### src/rtl/fifo_wr_arbiter.sv
// fifo_wr_arbiter: round-robin, burst-limited sharing of one FIFO write port among NREQ producers.
// A grant lasts until req_last, MAX_BURST beats, or the grantee drops valid; fifo_full stalls beats.
module fifo_wr_arbiter #(
    parameter int NREQ = 4,
    parameter int DW = 8,
    parameter int MAX_BURST = 4,
    localparam int IW = $clog2(NREQ)
) (
    input  logic            clk,
    input  logic            rst,
    input  logic [NREQ-1:0] req_valid,
    input  logic [NREQ-1:0] req_last,
    input  logic [NREQ*DW-1:0] req_data,
    output logic [NREQ-1:0] req_ready,
    output logic            fifo_wr,
    output logic [DW-1:0]   fifo_din,
    input  logic            fifo_full,
    output logic            busy,
    output logic [IW-1:0]   grant_id
);
    typedef enum logic {IDLE, GRANT} state_t;
    state_t state, state_n;
    logic [IW-1:0] grant_n, last_id, last_n, pick, c;
    logic [4:0] beat_cnt, cnt_n;
    logic found, beat, rel;
    // search last_id+1, last_id+2, ... with an explicit wrap so non-power-of-two NREQ works
    always_comb begin
        pick = '0;
        found = 1'b0;
        c = last_id;
        for (int k = 0; k < NREQ; k++) begin
            c = (c == IW'(NREQ - 1)) ? '0 : c + 1'b1;
            if (!found && req_valid[c]) begin
                pick = c;
                found = 1'b1;
            end
        end
    end
    always_comb begin
        busy = state == GRANT;
        beat = busy & ~rst & req_valid[grant_id] & ~fifo_full;
        rel = busy & (~req_valid[grant_id] | (beat & (req_last[grant_id] | beat_cnt == 5'(MAX_BURST - 1))));
        req_ready = beat ? NREQ'(1) << grant_id : '0;
        fifo_wr = beat;
        fifo_din = busy ? req_data[grant_id*DW +: DW] : '0;
        state_n = busy ? (rel ? IDLE : GRANT) : (found ? GRANT : IDLE);
        grant_n = (!busy && found) ? pick : grant_id;
        last_n = rel ? grant_id : last_id;
        cnt_n = busy ? beat_cnt + 5'(beat) : '0;
    end
    always_ff @(posedge clk) begin
        if (rst) begin
            state <= IDLE;
            grant_id <= '0;
            last_id <= IW'(NREQ - 1);
            beat_cnt <= '0;
        end else begin
            state <= state_n;
            grant_id <= grant_n;
            last_id <= last_n;
            beat_cnt <= cnt_n;
        end
    end
endmodule
### config.mk
export PLATFORM = sky130hd
export DESIGN_NAME = fifo_wr_arbiter
export DESIGN_NICKNAME = d
export VERILOG_FILES = /design/src/rtl/fifo_wr_arbiter.sv
export SDC_FILE = /design/constraint.sdc
export NUM_CORES = 1
export LEC_CHECK = 0
export ABC_AREA = 1
export CAP_MARGIN = 25
export CORE_MARGIN = 1
export CORE_UTILIZATION = 36
export DETAILED_ROUTE_END_ITERATION = 10
export HOLD_SLACK_MARGIN = 0.15
export PLACE_DENSITY = 0.81
export SLEW_MARGIN = 20
export SYNTH_ARGS = -nofsm -noshare
export SYNTH_HDL_FRONTEND = slang
export SYNTH_SLANG_ARGS = --single-unit
### constraint.sdc
create_clock -name clk -period 1.9 [get_ports clk]
set_input_delay 0.19 -clock clk [delete_from_list [all_inputs] [get_ports clk]]
set_output_delay 0.19 -clock clk [all_outputs]
set_load 0.01 [all_outputs]
# Word-level counts from Yosys, hierarchy flattened
# Cells that the tools add are included.
# totals
latch_bits,0
ramBits,0
mem_bits_ro,0
mem_count,0
regBits,10
# classes
addsub,5
div,0
n_mul,0
mux,29
shifts,2
order_cmp,5
n_reduce_logical,9
bitwise_logic,11
eq_ne,5
# ops
cell,n
32-bit by 6-bit variable part select with 8-bit output,1
2-bit two-way mux,8
2-bit by 3-bit < comparator with 1-bit output (second input constant),5
1-bit two-way mux,13
1-bit binary-select mux with 2-bit select,6
2-bit by 1-bit adder with 2-bit output (second input constant),4
2-bit == test (second input constant),4
8-bit two-way mux,1
5-bit by 1-bit adder with 5-bit output,1
1-bit AND,5
5-bit by 2-bit == test with 1-bit output (second input constant),1
1-bit logical AND,4
1-bit logical NOT,4
4-bit two-way mux,1
1-bit inverter,4
1-bit by 2-bit << shifter with 4-bit output (first input constant),1
1-bit OR,2
2-bit OR reduction,1

# Depth between registers and ports, before layout
# Gate-level depths: netlist of the first run.
# logic_depth
ltp_word,16
mapped_depth,12
ltp_nobuf,12

# Worst setup path before layout of the first run
# No wires, ideal clock.
# synth_path
kind,register -> register
from,reg grant_id[1]
to,reg beat_cnt[4]
t_arrival_ps,1842
required_time_ps,1784
synth_period_minus_slack_ps,1958
path_slack_ps,-58
stages_incl_launch_ff,13
cell_sequence,dfxtp_1 > inv_2 > nand2_2 > inv_2 > a22oi_2 > o211ai_2 > nand2_2 > inv_1 > ha_1 > ha_1 > nand3_1 > xor2_1 > nor2_1
# synth_via
elab_chain_cells,5
# synth_rtl
item,line,source
from (decl),19,output logic [IW-1:0] grant_id
from (signal assigned),59,grant_id <= grant_n;
1-bit binary-select mux with 2-bit select,41,beat = busy & ~rst & req_valid[grant_id] & ~fifo_full;
1-bit two-way mux (implied by the code),41,
1-bit AND (2 in a row),41,
named net fifo_wr,15,"output logic fifo_wr,"
5-bit by 1-bit adder with 5-bit output,49,cnt_n = busy ? beat_cnt + 5'(beat) : '0;
to (signal assigned),61,beat_cnt <= cnt_n;
to (decl),24,"logic [4:0] beat_cnt, cnt_n;"
# The timed path passes the listed nets, and every way through them passes these cells. The select of a mux whose other input is x is not followed.
# A chain may end at the register's enable or synchronous reset.

# Final worst setup path of the first run
# layout_path
from,reg grant_id[1]
to,out req_ready[2]
# layout_via
elab_chain_cells,5
# layout_rtl
item,line,source
1-bit binary-select mux with 2-bit select,41,
1-bit two-way mux (implied by the code),41,
1-bit AND (2 in a row),41,
4-bit two-way mux *,43,req_ready = beat ? NREQ'(1) << grant_id : '0;
to (decl),14,"output logic [NREQ-1:0] req_ready,"
# Mark *: on every way between the ends. The rest lies on a longest branch, timed or not. The select of a mux whose other input is x is not followed.

==> results of run 1 <==
==> sequential cells by signal (all words and copies together), names as in the netlist <==
register / count
beat_cnt: 5
busy: 1
grant_id: 2
last_id: 2
==> path summary, 6_finish.rpt <==
check / from / to
setup / recovery: grant_id[1] / req_ready[2]
hold / removal: last_id[1] / last_id[1]
setup reg to reg: grant_id[1] / beat_cnt[4]
hold reg to reg: last_id[1] / last_id[1]
==> layer usage <==
layer	global-route usage, %	part of all wire [%]	vias to the layer above
met4	8.71	1.9	0
met1	23.9	43	620
met3	2.95	7.0	7
li1	-	-	719
met5	0	0	-
met2	36.4	48	42
==> layout make-up <==
cell class | count | area (µm²)
inverters | 20 | 77.6
multi-input cells | 129 | 813
fillers | 241 | 916
clock buffers | 4 | 36.3
flip-flops and latches | 10 | 208
repair buffers | 80 | 739
well taps | 31 | 38.8
==> cells in the final DEF (no fill, tap or decap) <==
| cell | netlist | routed |
|---|---|---|
| a21oi_1 | 11 | 11 |
| a22oi_1 | 16 | 16 |
| a22oi_2 | 2 | 2 |
| buf_12 | 0 | 1 |
| buf_4 | 0 | 21 |
| clkbuf_2 | 0 | 1 |
| clkbuf_4 | 1 | 3 |
| clkbuf_8 | 0 | 1 |
| clkdlybuf4s15_1 | 0 | 1 |
| clkdlybuf4s50_1 | 0 | 45 |
| dfxtp_1 | 10 | 8 |
| dfxtp_4 | 0 | 2 |
| dlygate4sd2_1 | 0 | 11 |
| ha_1 | 3 | 1 |
| ha_2 | 0 | 2 |
| inv_1 | 15 | 15 |
| inv_2 | 4 | 4 |
| inv_4 | 1 | 1 |
| nand2_1 | 31 | 31 |
| nand2_2 | 11 | 11 |
| nand2_4 | 7 | 7 |
| nand3_1 | 12 | 12 |
| nand3_2 | 4 | 4 |
| nand4_1 | 5 | 5 |
| nand4_4 | 1 | 1 |
| nor2_1 | 14 | 14 |
| nor2_2 | 2 | 1 |
| nor2_4 | 1 | 2 |
| nor3_1 | 1 | 1 |
| nor3_2 | 1 | 1 |
| o211ai_2 | 1 | 1 |
| o21ai_0 | 2 | 2 |
| o21ai_2 | 2 | 2 |
| xnor2_1 | 1 | 1 |
| xor2_1 | 1 | 1 |
==> what timing repair did <==
| action | 4_1_cts | 5_1_grt |
|---|---|---|
| buffers inserted | 0 | 5 |
| endpoints found under the setup margin | 14 | 1 |
| resized for setup | 16 | 5 |
| pin swaps | 0 | 2 |
==> worst max-delay path: stages, from the launching register on <==
cell           delay [ps]
dfxtp_4               360
inv_2                  90
nand2_2                60
inv_2                 100
a22oi_2                60
o211ai_2              100
nand2_2               110
buf_4                 150
nor2_1                 60
dlygate4sd2_1         280
==> stage by stage <==
step / setup WS [ps] / setup TNS (ps) / total power (µW)
2_1_floorplan: 22.2 / 0 / 1490
3_3_place_gp: -70.1 / -251 / 2120
3_5_place_dp: -107 / -341 / 2140
4_1_cts: 15.5 / 0 / 2310
5_1_grt: -16.4 / -35.1 / 2520
6_report: 59.0 / 0 / 2340
==> cell families (layout without fill, tap and decap cells) <==
group | after synthesis | in the layout
and+or+nand+nor | 90 | 90
AOI/OAI and AO/OA | 34 | 34
buffers and inverters | 23 | 104
DFF | 10 | 10
adders and majority gates | 3 | 3
xor gates and xnor gates | 2 | 2
==> where the power goes <==
group	switching, µW	total, µW	internal, µW
clock network	84.8	201	117
logic	1000	1810	808
registers	58.6	327	268
==> qor.csv, run 1 <==
metric;value;unit
number of synthesized register bits;10;
sequential-to-total area share from yosys stat;18.0;%
fin util;67.6;%
fmax;543;MHz
routed wire length;3360;µm
Die W;57.6;µm
largest family of logic cells by synthesized area;simple AND/OR/NAND/NOR gates;
CTS sink cnt;10;
area delta synth->final;72.2;%
initial antenna violation count;0;
r2r worst-path depth;12;
Synth Area in Simple Gates;45.7;%
GRT overflow;0;
1st-iter DRT viols;115;
Post-Layout Cell Count;274;
Area after DPL;1850;µm²
largest net degree at the start of global routing;12;
mux share of post-synthesis cell area;0;%
Mapped Cells;162;
top_reg_cell synth;dfxtp_1;
violated checks;design-rule violations;
Die H;57.6;µm
Post-Synth XOR/XNOR Area;1.58;%
number of global-route vias before repair;1235;
Yosys warning count;0;
total die area;3310;µm²
net count after synthesis;208;
Fin. Hold Viols;0;
Via density;5.07;
overall routing resource usage;20.3;%
ant diodes;0;
endpoint class of the critical path;output port;
first-pass GRT wire length;5220;µm
CTS Root Cell;clkbuf_4;
WHS Path Cells;2;
cts bufs inserted;3;
CTS tree;built;
max_slew headroom;79.1;%
Synth area leaders;dfxtp_1, a22oi_1, nand2_1, nand2_4, nand2_2;
EDFF count, synth;0;
clk_lat worst skew;280;ps
Synth area leader;dfxtp_1;
Power Density;1220;nW/µm²
Final Max Tran Viols;0;
hpwl dp;2680;µm
Final period util;96.9;%
Final Skew;8.03;ps
Period minus WS final;1840;ps
Initial Util;39.3;%
CTS Hold Buffers Added;0;
H-Tree Level Count;1;
post-synthesis adder-cell area fraction;3.38;%
Worst Hold Class;reg -> reg;
share of layout cells above drive strength 1;28.0;%
synth cell count leaders;nand2_1, a22oi_1, inv_1, nor2_1, nand3_1;
Slew @ Worst Pin;313;ps
Core Region;2830;µm²
Syn Area/Cell;6.86;µm²
Max clock buf depth;2;
leak pwr;0.000882;µW
FP Rows;19;
status;finished with violations;
placed cells;265;
peak supply drop;838;µV
Crit Path Max Fanout;4;
top cell type's share of synthesized area;18.0;%
Synth Area in Compound Gates;21.6;%
Worst Setup Start Kind;flop;
Synth cell types;27;
Critical Path AT;1650;ps
CP required;1710;ps
post-route cell area;1910;µm²
port bufs;58;
crit path kind;reg -> out;
wire per inst;12.3;µm
Max Cap Viol;0;
antenna viol nets, final;0;
# DRC;5;
Detailed Routing Iterations Pass 1;7;
Synth async-reset ratio;0;%
R2R setup slack;110;ps
Worst-path clk slew;70;ps
worst hold slack;472;ps
Setup-failing EPs final;0;
Top-Level Pins;59;
RSZ-0062 raised after global routing;true;
GP Congestion;0.903;
top-count cell post-synth;nand2_1;
Vias;1388;
layout net count;290;
cell area after synthesis;1110;µm²
(Power assumes the default switching activity.)
==> run 2: changes to the inputs <==
--- a/config.mk
+++ b/config.mk
@@ -11,6 +11,7 @@
 export CORE_UTILIZATION = 36
 export DETAILED_ROUTE_END_ITERATION = 10
 export HOLD_SLACK_MARGIN = 0.15
+export MAX_ROUTING_LAYER = met4
 export PLACE_DENSITY = 0.81
 export SLEW_MARGIN = 20
 export SYNTH_ARGS = -nofsm -noshare
==> run 2 against run 1 <==
The flow still finishes with violations (design-rule violations). Critical path type unchanged. Global-route usage is 0.62 points higher. Highest routed layer unchanged. Non-clock buffer count unchanged. Critical endpoint unchanged. Clock-buffer cell count unchanged.
==> qor.csv, run 2 (synthesis gave the netlist of run 1 again) <==
metric;value;unit;change
port bufs;58;;unchanged
Period minus WS final;1850;ps;was 1840 ps
leak pwr;0.000882;µW;unchanged
crit path kind;reg -> out;;unchanged
routed wire length;3380;µm;was 3360 µm
number of global-route vias before repair;1235;;unchanged
Critical R2R Capture;beat_cnt[4];;unchanged
Max Cap Viol;0;;unchanged
Worst Path Buf+Inv;4;;unchanged
CTS sink cnt;10;;unchanged
Area after DPL;1850;µm²;unchanged
hpwl dp;2680;µm;unchanged
max incr delay on CP;360;ps;about the same
Power Density;1220;nW/µm²;about the same
slowest cell on the critical path;dfxtp_4;;unchanged
total die area;3310;µm²;unchanged
Worst Setup EP;req_ready[2];;unchanged
most common cell after layout, fill and taps aside;clkdlybuf4s50_1;;unchanged
ant diodes;0;;unchanged
most frequent cells in the layout;clkdlybuf4s50_1, nand2_1, buf_4;;unchanged
Largest regs;beat_cnt (5), grant_id (2), last_id (2);;unchanged
Worst path depth;9;;unchanged
Worst Hold Class;reg -> reg;;unchanged
Top-Level Pins;59;;unchanged
Vias;1385;;was 1388
Max clock buf depth;2;;unchanged
first-pass GRT wire length;5220;µm;unchanged
largest net degree at the start of global routing;12;;unchanged
max_slew headroom;79.2;%;was 79.1%
Fin. Hold Viols;0;;unchanged
crit-path leading delay family;buffers and inverters;;unchanged
H-Tree Level Count;1;;unchanged
final setup margin;53.0;ps;was 59.0 ps
initial antenna violation count;0;;unchanged
FF-to-FF Start;grant_id[1];;unchanged
CTS Hold Buffers Added;0;;unchanged
antenna viol nets, final;0;;unchanged
layout net count;290;;unchanged
wire per inst;12.3;µm;about the same
Worst Setup Start Kind;flop;;unchanged
Fin Setup TNS;0;ps;unchanged
violated checks;design-rule violations;;unchanged
endpoint class of the critical path;output port;;unchanged
Detailed Routing Iterations Pass 1;7;;unchanged
peak supply drop;836;µV;was 838 µV
overall routing resource usage;20.9;%;was 20.3%
Setup-failing EPs final;0;;unchanged
Worst-path clk slew;70;ps;about the same
Initial Util;39.3;%;unchanged
GRT overflow;0;;unchanged
GP Congestion;0.919;;was 0.903
fmax;541;MHz;was 543 MHz
Via density;5.05;;was 5.07
CTS Root Cell;clkbuf_4;;unchanged
Die W;57.6;µm;unchanged
Final Max Tran Viols;0;;unchanged
post-route cell area;1910;µm²;unchanged
pre-CTS setup slack;-107;ps;unchanged
1st-iter DRT viols;110;;was 115
Final Skew;4.56;ps;was 8.03 ps
Tot Pwr;2340;µW;about the same
Worst Setup SP;grant_id[1];;unchanged
Crit Path Max Fanout;4;;unchanged
Die H;57.6;µm;unchanged
fillcell total;241;;unchanged
R2R setup slack;100;ps;was 110 ps
area delta synth->final;72.2;%;unchanged
CTS tree;built;;unchanged
share of layout cells above drive strength 1;28.0;%;unchanged
clk_lat worst skew;270;ps;was 280 ps
max FFs per register;5;;unchanged
Final period util;97.2;%;was 96.9%
cts bufs inserted;3;;unchanged
Slew @ Worst Pin;312;ps;was 313 ps
Core Region;2830;µm²;unchanged
Biggest register;beat_cnt;;unchanged
r2r worst-path depth;12;;unchanged
status;finished with violations;;unchanged
FP Rows;19;;unchanged
crit path cell chain;inv_2 -> nand2_2 -> inv_2 -> a22oi_2 -> o211ai_2 -> nand2_2 -> buf_4 -> nor2_1 -> dlygate4sd2_1;;unchanged
CP required;1710;ps;about the same
# DRC;5;;unchanged
RSZ-0062 raised after global routing;true;;unchanged
Critical Path AT;1660;ps;was 1650 ps
==> run 2: report_power, final <==
group	switching (µW)	internal (µW)	total (µW)
Combinational	1000	808	1810
Sequential	58.6	268	327
Clock	81.6	117	198
Total	1140	1190	2340
==> run 2: routing by layer <==
metal | vias up | GRT usage [%] | part of all wire, %
li1 | 719 | - | -
met1 | 612 | 23.9 | 43
met2 | 47 | 36.4 | 48
met3 | 7 | 2.95 | 7.4
met4 | 0 | 8.71 | 1.9
met5 | - | - | 0
==> run 2: layout make-up <==
type,instances,area (µm²),share of cell area [%]
inverter,20,77.6,4.05
tap,31,38.8,2.03
multi-input combinational,129,813,42.5
sequential,10,208,10.9
clock buffer,4,36.3,1.90
timing repair buffer,80,739,38.7
==> run 2: worst min-delay path, stage by stage, from the launching register on <==
cell and delay, ps:
dfxtp_1 330, nand2_1 50, nand3_1 60
==> run 2: how the worst min path moves through the flow <==
stage	startpoint	to	cells past startpoint
after floorplan	rst	busy	1
after global placement	last_id[1]	last_id[1]	2
after detailed placement	last_id[1]	last_id[1]	2
after CTS	last_id[1]	last_id[1]	2
after global routing	last_id[1]	last_id[1]	2
final	last_id[1]	last_id[1]	2
==> run 2: per-stage QoR <==
stage	util (%)	hold WS (ps)	instances
3_3_place_gp	65.3	452	265
6_report	67.6	472	274
3_5_place_dp	65.3	456	265
5_1_grt	67.6	507	274
4_1_cts	66.2	472	269
2_1_floorplan	-	259	162
==> run 2: what timing repair did <==
item                       CTS  global route
buffers inserted             0             5
resized for setup           16             5
setup endpoints to repair   14             1
pin swaps                    0             2
hold endpoints to repair     0             0
